### config.mk
export PLATFORM = sky130hd
export DESIGN_NAME = fetch_responder
export DESIGN_NICKNAME = d
export VERILOG_FILES = /design/src/rtl/fetch_responder_pkg.sv /design/src/rtl/fetch_responder_jal.sv /design/src/rtl/fetch_responder.sv
export SDC_FILE = /design/constraint.sdc
export NUM_CORES = 1
export LEC_CHECK = 0
export ABC_AREA = 1
export CELL_PAD_IN_SITES_DETAIL_PLACEMENT = 1
export CELL_PAD_IN_SITES_GLOBAL_PLACEMENT = 2
export CORE_AREA = 2 2 153 155
export CTS_CLUSTER_SIZE = 14
export DETAILED_ROUTE_END_ITERATION = 10
export DIE_AREA = 0 0 155 157
export PLACE_DENSITY = 0.88
export RECOVER_POWER = 50
export SLEW_MARGIN = 20
export SYNTH_ARGS = -nofsm -noshare
export SYNTH_HDL_FRONTEND = slang
export SYNTH_SLANG_ARGS = --single-unit
### constraint.sdc
create_clock -name clock -period 2.21 [get_ports clock]
set_input_delay 0.221 -clock clock [delete_from_list [all_inputs] [get_ports clock]]
set_output_delay 0.221 -clock clock [all_outputs]
set_load 0.03 [all_outputs]
### src/rtl/fetch_responder_pkg.sv
// Shared definitions for the fetch responder and the JAL decoder it shares with decode.
// Opcode/NOP constants, the FSM state type and J-immediate bit gathering.
package fetch_responder_pkg;

  localparam logic [6:0]  OPC_JAL  = 7'b1101111;
  localparam logic [31:0] NOP_INST = 32'h0000_0013;

  typedef enum logic [1:0] {
    REQ   = 2'd0,
    WAIT  = 2'd1,
    RESP  = 2'd2,
    FAULT = 2'd3
  } state_e;

  // Reassembles the scrambled J-type immediate; the result is imm[20:0] with imm[0]=0.
  function automatic logic [20:0] j_imm(input logic [31:12] hi);
    return {hi[31], hi[19:12], hi[20], hi[30:21], 1'b0};
  endfunction

endpackage

### src/rtl/fetch_responder_jal.sv
// Combinational JAL detector: flags the JAL opcode and produces its sign-extended offset.
// The offset is forced to zero for any other instruction so callers can use it unqualified.
module jal_decoder
  import fetch_responder_pkg::*;
#(
  parameter int XLEN = 32
) (
  input  logic [XLEN-1:0] inst_i,
  output logic            jal_en_o,
  output logic [XLEN-1:0] imm_o
);

  logic [20:0] imm_raw;
  logic        unused_rd;

  assign jal_en_o = (inst_i[6:0] == OPC_JAL);
  assign imm_raw  = j_imm(inst_i[31:12]);
  assign imm_o    = jal_en_o ? {{(XLEN-21){imm_raw[20]}}, imm_raw} : '0;

  // The link register does not influence the jump target.
  assign unused_rd = ^inst_i[11:7];

endmodule

### src/rtl/fetch_responder.sv
// PC-interface responder: fetches the word at io_pc, decodes JAL and releases the PC
// for exactly one cycle per returned instruction. Misaligned PCs and timeouts fault.
module fetch_responder
  import fetch_responder_pkg::*;
#(
  parameter int XLEN    = 32,
  parameter int TIMEOUT = 255,
  parameter int CNT_W   = 32
) (
  input  logic             clock,
  input  logic             reset,
  input  logic [XLEN-1:0]  io_pc,
  output logic             io_mem_req_valid,
  input  logic             io_mem_req_ready,
  output logic [XLEN-1:0]  io_mem_req_addr,
  input  logic             io_mem_resp_valid,
  input  logic [XLEN-1:0]  io_mem_resp_data,
  output logic             io_stall_en,
  output logic             io_jal_en,
  output logic [XLEN-1:0]  io_imm,
  output logic [XLEN-1:0]  io_inst,
  output logic             io_inst_valid,
  output logic             io_fault,
  output logic [CNT_W-1:0] io_stall_cnt
);

  localparam int             TMO_W    = 16;
  localparam logic [TMO_W-1:0] TMO_LAST = TMO_W'(TIMEOUT - 1);

  state_e            state_q;
  logic [TMO_W-1:0]  tmo_q;
  logic [XLEN-1:0]   inst_q;
  logic              fault_q;
  logic [CNT_W-1:0]  stall_cnt_q;
  logic [CNT_W-1:0]  stall_cnt_d;

  logic              misaligned;
  logic              in_resp;
  logic              dec_jal;
  logic [XLEN-1:0]   dec_imm;

  assign misaligned = (io_pc[1:0] != 2'b00);

  always_ff @(posedge clock) begin
    if (reset) begin
      state_q <= REQ;
      tmo_q   <= '0;
      inst_q  <= XLEN'(NOP_INST);
      fault_q <= 1'b0;
    end else begin
      unique case (state_q)
        REQ: begin
          if (misaligned) begin
            state_q <= FAULT;
            fault_q <= 1'b1;
          end else if (io_mem_req_ready) begin
            state_q <= WAIT;
            tmo_q   <= '0;
          end
        end
        WAIT: begin
          // A response arriving on the final timeout cycle still wins.
          if (io_mem_resp_valid) begin
            inst_q  <= io_mem_resp_data;
            state_q <= RESP;
          end else if (tmo_q == TMO_LAST) begin
            state_q <= FAULT;
            fault_q <= 1'b1;
          end else begin
            tmo_q <= tmo_q + 1'b1;
          end
        end
        RESP:    state_q <= REQ;
        default: state_q <= FAULT;
      endcase
    end
  end

  assign stall_cnt_d = (io_stall_en && (stall_cnt_q != '1)) ? stall_cnt_q + 1'b1 : stall_cnt_q;

  always_ff @(posedge clock) begin
    if (reset) begin
      stall_cnt_q <= '0;
    end else begin
      stall_cnt_q <= stall_cnt_d;
    end
  end

  jal_decoder #(
    .XLEN(XLEN)
  ) u_jal_decoder (
    .inst_i   (inst_q),
    .jal_en_o (dec_jal),
    .imm_o    (dec_imm)
  );

  // Outputs are state-decoded; reset forces the safe stalled/idle values immediately.
  assign in_resp          = !reset && (state_q == RESP);
  assign io_mem_req_valid = !reset && (state_q == REQ) && !misaligned;
  assign io_mem_req_addr  = io_pc;
  assign io_stall_en      = reset || (state_q != RESP);
  assign io_inst_valid    = in_resp;
  assign io_jal_en        = in_resp && dec_jal;
  assign io_imm           = in_resp ? dec_imm : '0;
  assign io_inst          = inst_q;
  assign io_fault         = fault_q;
  assign io_stall_cnt     = stall_cnt_q;

endmodule

==> results.md <==
* Sequential cell area at 1660 µm²
* Global-route wire length before repair at 26.4 mm
* Starting density of the core at 0.218
* Count of flip-flops with a built-in enable after synthesis at 0
* Design Area, Final at 6520 µm²
* Most used DFF post-synth: sky130_fd_sc_hd__dfxtp_1
* Reg clk slew, reported paths at 0.07 ns
* Critical path data arrival time at 1.85 ns
* Antenna violations before repair at 0
* Ports at 201
* Buffer levels on the longest clock path at 2
* Antenna cell count at 0
* Sort of element at the end of the critical path: output pin
* Portion of total power attributed to combinational logic at 0.157
* FF-to-FF path depth at 7
* Worst Setup Start Kind: flip-flop
* Area occupied by multi-input gates at 2480 µm²
* Horiz. Die Dim at 155 µm
* WS Path Type: reg -> out
* LEAKAGE at 2.58 nW
* Share of post-route cells with drive strength above 1 at 0.110
* Number of synthesized register bits at 83
* Clock tree from TritonCTS: done
* Vias after detailed routing at 4907
* Largest net degree at the start of global routing at 57
* Minimum setup slack after placement at 0.0309 ns
* Share of Yosys cell area claimed by the top area cell type at 0.339
* Most frequent cell after synthesis: sky130_fd_sc_hd__nand2_1
* Worst-skew pair later-pin latency at 0.35 ns
* Synth unique cells at 30
* Power per standard cell area at 594 nW/µm²
* Synthesized instance count at 759
* Sink count of the clock tree at 83
* Synth-to-layout area growth at 32.9%
* Switching portion of total power at 0.283
* Final period demand of the worst path at 2.07 ns
* Detail-routed net length per standard cell at 14.4 µm
* Antenna violation net count after detailed routing at 0
* Number of rows created at floorplan at 55
* Final WL at 16.5 mm
* Peak ir drop on the vdd network at 0.000263 V
* Global route total overflow at 0
* Netlist area before placement at 4900 µm²
* Final Max Slew Viols at 0
* Ranking of synthesized cells by instance count: sky130_fd_sc_hd__nand2_1 (203), sky130_fd_sc_hd__nor2_1 (125), sky130_fd_sc_hd__dfxtp_1 (83)
* Worst hold stages at 0
* Count of input and output buffers at 139
* Worst hold margin at 0.442 ns
* Internal Pwr Total at 2.77 mW
* Sequential fraction of the synthesis area at 0.339
* Core occupancy in the finished layout at 0.290
* Switching pwr at 1.09 mW
* Max-cap violation count at 0
* Via-per-instance ratio at 4.29
* Post-detail-place hpwl at 12.4 mm
* Sequential share of power at 0.414
* Crit share post-route at 0.937
* Fraction of synthesis flops using an asynchronous set or reset pin at 0
* Part of the power in the clock network at 0.429
* Number of filler instances in the final layout at 2816
* Final setup violation count at 0
* Clock root buffer: sky130_fd_sc_hd__clkbuf_16
* Cell area reported after detailed placement at 6310 µm²
* Drc violations at 0
* Dominant cells by area after synthesis: sky130_fd_sc_hd__dfxtp_1 (34%), sky130_fd_sc_hd__nand2_1 (16%), sky130_fd_sc_hd__nor2_1 (9.6%)
* Critical path peak fanout at 12
* Mean post-synth cell area at 6.46 µm²
* Synthesis Warnings at 0
* Number of buffers created by CTS at 9
* Clock tree skew after final layout at 0.00645 ns
* Total track usage at 0.136
* Largest area contributor in the netlist: sky130_fd_sc_hd__dfxtp_1
* DIE HEIGHT at 157 µm
* Number of detailed-route iterations in the first pass at 4
* Upper clock frequency limit at 483 MHz
* Required time at the worst-slack endpoint at 1.99 ns
* Final setup margin at 0.139 ns
* DRT iter0 DRCs at 177
* Path category of the worst min-delay check: in -> out
* Setup repair after global routing missed its margin: true
* Flop2flop setup slack at 0.25 ns
* Net count, final at 926
* Transition at the pin with the smallest max-transition slack at 0.597 ns
* CORE AREA at 22500 µm²
* Result of the run: finished clean
* Die outline area at 24300 µm²
* CTS HTree Levels at 3
* Vias in the first global route at 5060
* Number of hold violations in the final report at 0
* Routability cong. at 0.782
* Headroom to the max-slew limit at 0.602
* Setup TNS after final layout at 0 ns
* Syn Nets at 830
==> cell type report <==
type	count	share of cell area
timing repair buffer	154	0.216
clock buffer	9	0.0346
multi-input combinational	530	0.381
sequential	83	0.255
tap	285	0.0547
inverter	77	0.0444
clock inverter	7	0.0142
==> registers in the layout, indices dropped and copies added (netlist names) <==
signal and cells:
state_q 2, io_fault 1, tmo_q 16, io_stall_cnt 32, io_inst 32
==> cell usage in the layout, fill, tap and decap left out, types with 3 or more instances in the layout <==
master and n:
sky130_fd_sc_hd__nand2_1 203, sky130_fd_sc_hd__nor2_1 124, sky130_fd_sc_hd__dfxtp_1 83, sky130_fd_sc_hd__inv_1 73, sky130_fd_sc_hd__dlygate4sd3_1 60, sky130_fd_sc_hd__a21oi_1 44, sky130_fd_sc_hd__clkdlybuf4s50_1 44, sky130_fd_sc_hd__o21ai_0 39
sky130_fd_sc_hd__nand3_1 34, sky130_fd_sc_hd__a21oi_2 20, sky130_fd_sc_hd__clkbuf_2 20, sky130_fd_sc_hd__nand4_1 13, sky130_fd_sc_hd__buf_4 13, sky130_fd_sc_hd__nand2_2 11, sky130_fd_sc_hd__xor2_1 9, sky130_fd_sc_hd__clkbuf_16 9
sky130_fd_sc_hd__nor3_1 8, sky130_fd_sc_hd__xnor2_1 7, sky130_fd_sc_hd__dlygate4sd2_1 7, sky130_fd_sc_hd__clkdlybuf4s15_1 4, sky130_fd_sc_hd__nor2_2 3, sky130_fd_sc_hd__inv_2 3, sky130_fd_sc_hd__nor3b_1 3, sky130_fd_sc_hd__ha_1 3
sky130_fd_sc_hd__clkinv_2 3
==> stage by stage <==
stage / power, mW / instances
finish: 3.87 / 1145
global route: 4.07 / 1145
CTS: 3.97 / 1145
detailed placement: 2.28 / 1129
global placement: 2.27 / 1129
floorplan: 2.09 / 759
==> critical path: stages (launching register included) <==
cell	delay [ns]
sky130_fd_sc_hd__dfxtp_1	0.34
sky130_fd_sc_hd__inv_1	0.06
sky130_fd_sc_hd__nor4_1	0.27
sky130_fd_sc_hd__nand2_1	0.12
sky130_fd_sc_hd__nor2_2	0.15
sky130_fd_sc_hd__buf_12	0.15
sky130_fd_sc_hd__dlygate4sd2_1	0.41
==> power groups by stage <==
stage	combinational (mW)	sequential, mW	clock [mW]
after CTS	0.644	1.60	1.72
after global routing	0.664	1.61	1.79
after detailed placement	0.640	1.64	0
final	0.608	1.60	1.66
after floorplan	0.331	1.76	0
after global placement	0.635	1.63	0
==> metal layers <==
layer	track usage	vias up	share of wire
met2	0.248	76	0.51
met4	0.0313	0	0.0095
met1	0.164	2305	0.45
li1	-	2515	-
met3	0.0278	11	0.029
met5	0	-	0
==> kinds of logic (layout without fill, tap and decap cells) <==
logic type	after synthesis	in the layout	synth area share
AO/OA/AOI/OAI	103	103	0.121
XOR/XNOR	16	16	0.0286
adder cells (fa/ha/maj)	3	3	0.00766
buffers and inverters	146	247	0.154
flip-flops	83	83	0.339
other	1	1	0.000765
AND/OR/NAND/NOR	407	407	0.349
==> worst paths after layout <==
check                               start                      endpoint
setup reg to reg  state_q[0]$_SDFFE_PP0P_  io_stall_cnt[4]$_SDFFE_PP0P_
hold reg to reg     io_fault$_SDFFE_PP0P_         io_fault$_SDFFE_PP0P_
hold / removal                  io_pc[12]           io_mem_req_addr[12]
setup / recovery  io_inst[5]$_SDFFE_PP0P_                    io_imm[29]
==> timing repair <==
action                                  CTS  global route
hold buffers                              0             0
gates resized for setup                  31            45
endpoints found under the setup margin   31            32
setup buffers                             0             0
(Power assumes the default switching activity.)
